[config.mk]
export PLATFORM = sky130hd
export DESIGN_NAME = sobel_row_window
export DESIGN_NICKNAME = d
export VERILOG_FILES = /design/src/rtl/sobel_row_window.sv
export SDC_FILE = /design/constraint.sdc
export NUM_CORES = 1
export LEC_CHECK = 0
export BUFFER_PORTS_ARGS = -buffer_cell sky130_fd_sc_hd__buf_2
export CAP_MARGIN = 20
export CORE_MARGIN = 2
export CORE_UTILIZATION = 57
export CTS_CLUSTER_DIAMETER = 50
export DETAILED_ROUTE_END_ITERATION = 10
export GPL_TIMING_DRIVEN = 0
export PLACE_DENSITY = 0.92
export SLEW_MARGIN = 5
export SYNTH_ARGS = -nofsm -noshare
export SYNTH_HDL_FRONTEND = slang
export SYNTH_SLANG_ARGS = --single-unit
[constraint.sdc]
create_clock -name clk -period 4.5 [get_ports clk]
set_input_delay 0.9 -clock clk [delete_from_list [all_inputs] [get_ports clk]]
set_output_delay 0.9 -clock clk [all_outputs]
set_load 0.1 [all_outputs]
[src/rtl/sobel_row_window.sv]
// Sliding 3-row window feeder for the Sobel core: accepts row words, presents a valid/ready window.
// Optional stall counter output enabled by defining SOBEL_ROWWIN_STALL_CNT_EN.
`ifndef NUM_SOBEL_ACCELERATORS
`define NUM_SOBEL_ACCELERATORS 2
`endif
`ifndef SOBEL_IDATA_WIDTH
`define SOBEL_IDATA_WIDTH ((`NUM_SOBEL_ACCELERATORS+2)*8)
`endif

module sobel_row_window #(
  parameter int unsigned ROWCNT_W = 16
) (
  input  logic                          clk,
  input  logic                          reset_n,
  input  logic                          start,
  input  logic [ROWCNT_W-1:0]           img_rows,
  input  logic [`SOBEL_IDATA_WIDTH-1:0] mem2srow_data,
  input  logic                          mem2srow_valid,
  output logic                          srow2mem_ready,
  output logic [`SOBEL_IDATA_WIDTH-1:0] srow2sacc_row1_data,
  output logic [`SOBEL_IDATA_WIDTH-1:0] srow2sacc_row2_data,
  output logic [`SOBEL_IDATA_WIDTH-1:0] srow2sacc_row3_data,
  output logic                          srow2swt_valid,
  input  logic                          swt2srow_ready,
  output logic                          busy,
  output logic                          strip_done
`ifdef SOBEL_ROWWIN_STALL_CNT_EN
  ,
  output logic [31:0]                   stall_cycles
`endif
);

  localparam int unsigned DW = `SOBEL_IDATA_WIDTH;

  typedef enum logic [2:0] {
    S_IDLE  = 3'd0,
    S_FILL0 = 3'd1,
    S_FILL1 = 3'd2,
    S_FILL2 = 3'd3,
    S_VALID = 3'd4,
    S_SPENT = 3'd5,
    S_DONE  = 3'd6
  } state_t;

  state_t                r_state;
  state_t                w_next;
  logic [ROWCNT_W-1:0]   r_rows;
  logic [ROWCNT_W-1:0]   r_cnt;
  logic [DW-1:0]         r_row1;
  logic [DW-1:0]         r_row2;
  logic [DW-1:0]         r_row3;
  logic                  r_valid;
  logic                  r_busy;
  logic                  r_done;
  logic                  w_cnt_lt;
  logic                  w_ready;
  logic                  w_acc;
  logic                  w_cons;
  logic                  w_start;

  assign w_cnt_lt = (r_cnt < r_rows);
  assign w_ready  = ((r_state == S_FILL0) || (r_state == S_FILL1) || (r_state == S_FILL2) ||
                     (r_state == S_SPENT) || ((r_state == S_VALID) && swt2srow_ready)) && w_cnt_lt;
  assign w_acc    = w_ready && mem2srow_valid;
  assign w_cons   = (r_state == S_VALID) && swt2srow_ready;
  assign w_start  = (r_state == S_IDLE) && start;

  assign srow2mem_ready      = w_ready;
  assign srow2sacc_row1_data = r_row1;
  assign srow2sacc_row2_data = r_row2;
  assign srow2sacc_row3_data = r_row3;
  assign srow2swt_valid      = r_valid;
  assign busy                = r_busy;
  assign strip_done          = r_done;

  // Next-state decode
  always_comb begin
    w_next = r_state;
    case (r_state)
      S_IDLE:  if (start) w_next = (img_rows >= ROWCNT_W'(3)) ? S_FILL0 : S_DONE;
      S_FILL0: if (w_acc) w_next = S_FILL1;
      S_FILL1: if (w_acc) w_next = S_FILL2;
      S_FILL2: if (w_acc) w_next = S_VALID;
      S_VALID: begin
        if (w_cons) begin
          if (!w_cnt_lt)  w_next = S_DONE;
          else if (w_acc) w_next = S_VALID;
          else            w_next = S_SPENT;
        end
      end
      S_SPENT: begin
        if (!w_cnt_lt)  w_next = S_DONE;
        else if (w_acc) w_next = S_VALID;
      end
      S_DONE:  w_next = S_IDLE;
      default: w_next = S_IDLE;
    endcase
  end

  // State, flags registered from the next state, row shift on every accepted word
  always_ff @(posedge clk or negedge reset_n) begin
    if (!reset_n) begin
      r_state <= S_IDLE;
      r_rows  <= '0;
      r_cnt   <= '0;
      r_row1  <= '0;
      r_row2  <= '0;
      r_row3  <= '0;
      r_valid <= 1'b0;
      r_busy  <= 1'b0;
      r_done  <= 1'b0;
    end else begin
      r_state <= w_next;
      r_valid <= (w_next == S_VALID);
      r_busy  <= (w_next != S_IDLE);
      r_done  <= (w_next == S_DONE);
      if (w_start) begin
        r_rows <= img_rows;
        r_cnt  <= '0;
      end
      if (w_acc) begin
        r_row1 <= r_row2;
        r_row2 <= r_row3;
        r_row3 <= mem2srow_data;
        r_cnt  <= r_cnt + ROWCNT_W'(1);
      end
    end
  end

`ifdef SOBEL_ROWWIN_STALL_CNT_EN
  logic [31:0] r_stall;
  assign stall_cycles = r_stall;

  // Cycles a presented window waits on the write stage
  always_ff @(posedge clk or negedge reset_n) begin
    if (!reset_n) begin
      r_stall <= '0;
    end else if (w_start) begin
      r_stall <= '0;
    end else if ((r_state == S_VALID) && !swt2srow_ready && (r_stall != 32'hFFFF_FFFF)) begin
      r_stall <= r_stall + 32'd1;
    end
  end
`endif

endmodule

==> reports/results.ini, run 1 <==
[cts]
cts_tree=done
post_cts_buffers=0
clock_latency_ps=530
cts_buffers=17
clk_pin_slew_ps=60
clockBufferDepth=2
cts-root-buf=clkbuf_8
ctsResizeCount=0
clkSinkCount=134
ctsHoldBuffers=0
h-tree-depth=4

[status]
status=finished, violations left
violations=design-rule violations

[hold_path]
hold_class=input pin to asynchronous set/reset pin

[synthesis]
synth_nets=710
synth.distinct_cells=41
ys.warnings.count=0
syn_avg_cell_area_um2=8.98
yosysSeqAreaShare=0.583
syn_inst=641
ys_ff_latch=134
synth_area_um2=5750

[routing]
wl_met1_um=6000
drc=1
firstDrtPassIters=9
ant_nets=0
highest_layer=met4
wire_per_inst_um=16.5
via_per_inst=5.51
drt_iter0_markers=384
wl_um=15900
via_count=5279
routed-wl-met2_um=8060
wl_met3_um=1200

[floorplanning]
dieArea_um2=10900
io-pin-count=153
core_region_area_um2=9770
fp.dieW_um=104
rows=36
floorplan.initialDensity=0.589
die_h_um=104

[setup_path]
timing.rr.end=srow2sacc_row3_data[14]
path_max_fanout=3
critPathTopFamily=simple AND/OR/NAND/NOR gates
required_ps=3600
cp-start-kind=register
ff2ff_setup_slack_ps=1380
endpoint_kind=primary output
cp.arrival_ps=3020
path_cells=ha_1 > nand4_1 > or3_1 > or4_4 > and3_1 > and2_1 > buf_2
reg2reg_depth=10
crit_slowest_cell=or4_4
rr_startpoint=r_cnt[15]
cp.buffers_inverters=1
slowest_delay_ps=580
path_class=register to primary output

[global_routing]
grt_overflow_total=0
groute.usage.overall=0.306
grt_max_degree=70
grt_pass1_wl_um=26300
antenna_found_initial=0
grt_pass1_vias=5469

[sta]
holdWs_ps=356
hold_viol_final=0
grt_setup_unrepaired=no
drv_slew=0
tightestPinTransition_ps=1020
max_freq_ghz=0.255
finClkSkew_ps=7.43
final.setup.tns_ps=0
period_share=0.872
layout_min_cycle_time_ps=3920
setup_violations=0
max_slew_margin=0.317

[cells_and_area]
areaGrowthSynthToFinish_pct=26.7
fillers=639
antenna_cells=0
drive_gt1_frac=0.259
nets=882
stdcell_area_um2=7290
fin_util=0.746

[job]
drv_cap=0

[placement]
place.gp.congestion=0.879
placed_cell_area_um2=6720
io_buffer_count=152
dp_hpwl_um=10800

## state kept, by name (all words and copies together), names as in the netlist
register,flops
srow2sacc_row1_data,32
srow2sacc_row2_data,32
srow2sacc_row3_data,32
r_cnt,16
r_rows,16
r_state,3
busy,1
srow2swt_valid,1
strip_done,1
## placed cells by master (no fill, tap or decap), types with 3 or more instances in the layout
master and n:
clkbuf_8 3, nand4_1 5, clkinv_2 5, nand3_1 5
clkbuf_16 16, buf_2 163, clkbuf_1 8, and3_1 10
nor4_1 3, inv_1 17, mux2i_1 9, nor2_1 9
ha_1 16, a21oi_1 18, nor3_1 6, buf_4 8
nand2_1 329, o21ai_0 21, dfrtp_1 134
## worst max path at each step
| stage | start | endpoint | cells past startpoint |
|---|---|---|---|
| after floorplan | r_cnt[15] | srow2mem_ready | 6 |
| after global placement | reset_n | srow2sacc_row2_data[3] | 1 |
| after detailed placement | r_cnt[13] | srow2mem_ready | 7 |
| after CTS | r_cnt[15] | srow2mem_ready | 7 |
| after global routing | r_cnt[13] | srow2mem_ready | 7 |
| final | r_cnt[15] | srow2mem_ready | 7 |
## Yosys cell counts
library cell | number | area share
mux2_2 | 2 | 0.0039
inv_1 | 17 | 0.011
o21a_1 | 2 | 0.0026
and4_4 | 1 | 0.0020
clkbuf_1 | 8 | 0.0052
and2_1 | 2 | 0.0022
dfrtp_1 | 134 | 0.58
a31o_2 | 1 | 0.0015
a211o_1 | 1 | 0.0015
o21ai_0 | 21 | 0.018
and3_1 | 10 | 0.011
nand4_1 | 5 | 0.0054
a21oi_1 | 18 | 0.016
a31oi_1 | 1 | 0.0011
o311ai_0 | 1 | 0.0015
nor4b_1 | 1 | 0.0015
nor3b_1 | 1 | 0.0013
nor4_1 | 3 | 0.0033
a22o_1 | 1 | 0.0015
mux2_1 | 1 | 0.0020
nor2_1 | 9 | 0.0059
a2111oi_0 | 1 | 0.0015
or4_1 | 1 | 0.0013
nor2_2 | 1 | 0.0011
nor3_1 | 6 | 0.0052
nand2_1 | 329 | 0.21
nand2b_1 | 2 | 0.0022
nand3b_1 | 1 | 0.0013
ha_1 | 16 | 0.035
o221a_2 | 2 | 0.0039
o41ai_1 | 1 | 0.0015
buf_2 | 12 | 0.010
xnor2_1 | 1 | 0.0015
nand4_2 | 1 | 0.0022
or3_1 | 2 | 0.0022
buf_4 | 8 | 0.010
nand3_1 | 5 | 0.0043
or4_4 | 1 | 0.0020
a211oi_1 | 1 | 0.0013
a21o_1 | 1 | 0.0013
mux2i_1 | 9 | 0.016
## final cells by class
class	instances	area, µm²	area share
Clock inverter	12	128	0.0175
Inverter	17	63.8	0.00875
Clock buffer	19	442	0.0606
Timing Repair Buffer	153	795	0.109
Buffer	28	150	0.0206
Sequential cell	134	3350	0.460
Tap cell	133	166	0.0228
Multi-Input combinational cell	462	2190	0.301
## cell families after synthesis
logic type	Yosys count	synth area share
AND/OR/NAND/NOR	381	0.269
AO/OA/AOI/OAI	52	0.0533
XOR/XNOR	1	0.00152
flip-flops	134	0.583
multiplexers	12	0.0215
adder cells (fa/ha/maj)	16	0.0348
buffers and inverters	45	0.0372
## per-layer routing
metal,vias to the layer above,global-route usage
met5,-,0
met4,0,0.140
met3,64,0.0827
met2,267,0.520
met1,2547,0.362
li1,2401,-
## stage by stage
step / setup slack, ps / instances
2_1_floorplan: 1240 / 641
3_3_place_gp: 884 / 926
3_5_place_dp: 1150 / 927
4_1_cts: 593 / 958
5_1_grt: 460 / 958
6_report: 577 / 958
Power of run 1 is left out: the tool's default activity adds up to more than one toggle a clock period on the data nets, which glitch-free logic cannot reach.
==> run 2, diff against run 1 <==
ABC_CLOCK_PERIOD_IN_PS = 4500   (was default)
CORE_UTILIZATION = 51   (was 57)
PLACE_DENSITY = 0.85   (was 0.92)
==> run 2 against run 1 <==
Effect of this change: the flow now finishes without violations; via count fell by 4.7%; fmax rose by 2.4%; die area rose by 11%; critical path depth did not move; final cell count rose by 0.94%; sequential cell count did not move; non-clock buffer count rose by 1; critical path type unchanged; highest routed layer unchanged.
==> reports/results.ini, run 2 (synthesis results as in run 1) <==
[status]
status=completed

[placement]
io_buffer_count=152  ; unchanged
place_ws_ps=1100  ; -55.5 ps
dp_hpwl_um=9820  ; -9.1%
place.gp.congestion=0.850  ; -3.4%

[cts]
cts-root-buf=clkbuf_16
cts_buffers=17  ; unchanged
h-tree-depth=4  ; unchanged
ctsResizeCount=0  ; unchanged
ctsHoldBuffers=0  ; unchanged
clockBufferDepth=2  ; unchanged
cts_tree=done
clk_pin_slew_ps=60  ; about the same
post_cts_buffers=0  ; unchanged
clock_latency_ps=410  ; -120 ps
clkSinkCount=134  ; unchanged

[floorplanning]
die_h_um=110  ; +5.5%
floorplan.initialDensity=0.526  ; -0.0625
io-pin-count=153  ; unchanged
core_region_area_um2=10900  ; +12%
dieArea_um2=12100  ; +11%
fp.dieW_um=110  ; +5.5%
rows=38  ; +5.6%

[sta]
finClkSkew_ps=13.2  ; +5.76 ps
hold_viol_final=0  ; unchanged
drv_slew=0  ; unchanged
layout_min_cycle_time_ps=3830  ; -90.1 ps
max_freq_ghz=0.261  ; +2.4%
final.setup.tns_ps=0  ; unchanged
holdWs_ps=471  ; +115 ps
max_slew_margin=0.481  ; +0.164
tightestPinTransition_ps=779  ; -243 ps
period_share=0.852  ; -0.0200
grt_setup_unrepaired=no
setup_violations=0  ; unchanged
setup_ws_ps=667  ; +90.1 ps

[cells_and_area]
ff_latch_area_um2=3350  ; unchanged
antenna_cells=0  ; unchanged
layout_commonest_cell=nand2_1
fillers=890  ; +39%
nets=883  ; +0.11%
drive_gt1_frac=0.261  ; +0.00179
mostFrequentLayoutCells=329 x nand2_1, 163 x buf_2, 134 x dfrtp_1
multi_input_comb_area_um2=2190  ; unchanged
areaGrowthSynthToFinish_pct=28.1

[setup_path]
reg2reg_depth=10  ; unchanged
cp-start-kind=register
timing.rr.end=srow2sacc_row1_data[26]
path_max_fanout=4  ; +1
required_ps=3600  ; about the same
ff2ff_setup_slack_ps=1380  ; about the same
endpoint_kind=primary output
cp.arrival_ps=2930  ; -90 ps
rr_startpoint=r_cnt[14]
path_class=register to primary output

[routing]
firstDrtPassIters=5  ; -4
drt_iter0_markers=319  ; -17%
via_per_inst=5.20  ; -5.5%
wl_um=14200  ; -11%
drc=0  ; -1
ant_nets=0  ; unchanged
wire_per_inst_um=14.6  ; -11%
via_count=5033  ; -4.7%

[global_routing]
groute.usage.overall=0.249  ; -0.0567
met2_usage=0.401  ; -0.119
grt_pass1_vias=4834  ; -12%
grt_max_degree=72  ; +2.9%
grt_use_met1=0.333  ; -0.0289
antenna_found_initial=0  ; unchanged
grt-busiest-layer=met2
grt_pass1_wl_um=23300  ; -12%
use_met3=0.0564  ; -0.0263
grt_overflow_total=0  ; unchanged

[job]
drv_cap=0  ; unchanged

[hold_path]
hold_class=input pin to asynchronous set/reset pin

## run 2: routing by layer
metal,share of wire,wire length (µm),vias to the layer above
met1,0.42,5980,2432
met5,0,0,-
met2,0.50,7100,170
li1,-,-,2412
met4,0.017,237,0
met3,0.061,857,19
## run 2: final cells by class
type	instances	area share
flip-flops and latches	134	0.455
well taps	140	0.0238
inverters	17	0.00866
clock inverters	15	0.0280
clock buffers	17	0.0577
repair buffers	154	0.109
multi-input cells	462	0.298
plain buffers	28	0.0204
## run 2: worst max-delay path, cell delays in order (launching register included)
cell	delay [ps]
dfrtp_1	420
ha_1	320
nand4_1	130
or3_1	420
or4_4	580
and3_1	220
and2_1	150
buf_2	290
## run 2: worst max-delay path by stage
stage,start,end,slack (ps),depth (start not counted)
after global placement,reset_n,srow2sacc_row1_data[0],730,1
after floorplan,r_cnt[15],srow2mem_ready,1240,6
final,r_cnt[14],srow2mem_ready,670,7
after CTS,r_cnt[14],srow2mem_ready,650,7
after detailed placement,r_cnt[14],srow2mem_ready,1100,7
after global routing,r_cnt[14],srow2mem_ready,530,7
## run 2: metrics by stage
step,utilization,instance area [µm²],cells
floorplan,-,5750,641
global placement,0.612,6690,933
detailed placement,0.616,6740,935
CTS,0.674,7370,967
global route,0.674,7370,967
finish,0.674,7370,967
Power of run 2 is left out for the same reason.
==> run 3, diff against run 2 <==
ABC_CLOCK_PERIOD_IN_PS = 3300   (was 4500)
CORE_UTILIZATION = 47   (was 51)
PLACE_DENSITY = 0.82   (was 0.85)
clock period = 3.3 ns   (was 4.5 ns; I/O delays follow)
==> run 3 against run 2 <==
Effect of this change: clock skew down 5.4 ps; core utilization down 4.9 points; register-to-register slack worse by 1000 ps; non-clock buffer count up 10; final area up 1.4%; worst setup slack worse by 590 ps; count of clock-buffer cells in the layout up 7; wire length up 1.8%; largest cell class unchanged.
==> reports/results.ini, run 3 (synthesis results as in run 1) <==
[cells_and_area]
mostFrequentLayoutCells=329 x nand2_1, 162 x buf_2, 133 x dfrtp_1
drive_gt1_frac=0.276  ; +0.0148
areaGrowthSynthToFinish_pct=29.9
nets=893  ; +1.1%
antenna_cells=0  ; unchanged
layout_commonest_cell=nand2_1

[routing]
drc=0  ; unchanged
drt_iter0_markers=306  ; -4.1%
ant_nets=0  ; unchanged
wire_per_inst_um=14.7  ; about the same
via_per_inst=5.10  ; -2.0%
via_count=5021  ; -0.24%
wl_um=14400  ; +1.8%
firstDrtPassIters=5  ; unchanged

[setup_path]
required_ps=2640  ; -960 ps
path_max_fanout=3  ; -1
path_class=register to primary output
cp.arrival_ps=2570  ; -360 ps
crit_top_cell=buf_4
crit_slowest_cell=dfrtp_1
slowest_delay_ps=430  ; -150 ps
cp-start-kind=register
cp.buffers_inverters=5  ; +4
path_cells=ha_4 > nand4_1 > buf_4 > buf_4 > buf_4 > buf_4 > o221a_2 > and3_4 > and2_4 > buf_12
endpoint_kind=primary output
critPathTopFamily=buffers and inverters

[placement]
io_buffer_count=152  ; unchanged
place.gp.congestion=0.824  ; -3.0%
dp_hpwl_um=10000  ; +2.0%
place_ws_ps=153  ; -946 ps

[hold_path]
hold_class=input pin to asynchronous set/reset pin

[floorplanning]
core_region_area_um2=12000  ; +9.4%
fp.dieW_um=115  ; +4.0%
rows=40  ; +5.3%
dieArea_um2=13100  ; +8.2%
io-pin-count=153  ; unchanged
floorplan.initialDensity=0.481  ; -0.0451
die_h_um=115  ; +4.0%

[status]
status=completed

[sta]
grt_setup_unrepaired=yes
tightestPinTransition_ps=724  ; -54.7 ps
setup_ws_ps=73.2  ; -594 ps
max_freq_ghz=0.310
finClkSkew_ps=7.76  ; -5.43 ps
layout_min_cycle_time_ps=3230
drv_slew=0  ; unchanged
period_share=0.978
max_slew_margin=0.517  ; +0.0365
setup_violations=0  ; unchanged
hold_viol_final=0  ; unchanged
holdWs_ps=196  ; -275 ps

[global_routing]
groute.usage.overall=0.230  ; -0.0185
grt_overflow_total=0  ; unchanged
antenna_found_initial=0  ; unchanged
grt_pass1_vias=4768  ; -1.4%
grt_pass1_wl_um=23300  ; +0.12%
grt_max_degree=85  ; +18%

[cts]
clk_pin_slew_ps=60  ; about the same
clock_latency_ps=410  ; about the same
h-tree-depth=4  ; unchanged
cts-root-buf=clkbuf_16
ctsHoldBuffers=0  ; unchanged
clkSinkCount=134  ; unchanged
cts_buffers=17  ; unchanged
clockBufferDepth=2  ; unchanged
cts_tree=done

[job]
drv_cap=0  ; unchanged

## run 3: cell types whose count changed in the layout (fill, tap and decap cells not counted), moves of 2 or more
cell      change
buf_4        +10
clkbuf_8      +5
inv_8         -5
ha_1          -2
ha_4          +2
inv_6         -5
clkinv_2      +4
## run 3: metrics by stage
stage	cells	util	TNS, ps	instance area, µm²
finish	984	0.625	0	7470
CTS	983	0.623	0	7450
detailed placement	942	0.564	0	6750
floorplan	641	-	0	5750
global placement	940	0.560	-35960	6700
global route	984	0.625	-2.97	7470
## run 3: what timing repair did
action	in CTS	in global routing
resized for setup	7	5
buffers inserted	9	1
setup endpoints to repair	1	22
pin swaps	2	2
## run 3: cell type report
type / instances / area (µm²)
Sequential cell: 134 / 3350
Fill cell: 1009 / 4490
Clock inverter: 8 / 95.1
Timing Repair Buffer: 164 / 892
Tap cell: 147 / 184
Buffer: 28 / 151
Multi-Input combinational cell: 462 / 2230
Inverter: 17 / 63.8
Clock buffer: 24 / 502
## run 3: final timing paths
check                           slack (ps)                      end  cells past startpoint                   start
worst min-delay path                   200                 r_cnt[3]                      1                 reset_n
max in group asynchronous             2340   srow2sacc_row1_data[7]                      2                 reset_n
worst max-delay path                    70           srow2mem_ready                     10               r_cnt[14]
min in group clk                       430  srow2sacc_row3_data[12]                      3       mem2srow_data[12]
worst max register to register         340  srow2sacc_row1_data[13]                     11               r_cnt[11]
worst min register to register         460   srow2sacc_row1_data[1]                      2  srow2sacc_row1_data[1]
## run 3: routing by layer
layer	track usage	part of all wire	wire length [µm]	vias to the layer above
met1	0.305	0.43	6210	2382
met4	0.100	0.032	465	0
met3	0.0651	0.057	821	32
li1	-	-	-	2435
met5	0	0	0	-
met2	0.356	0.48	6930	172
Power of run 3 is left out for the same reason.
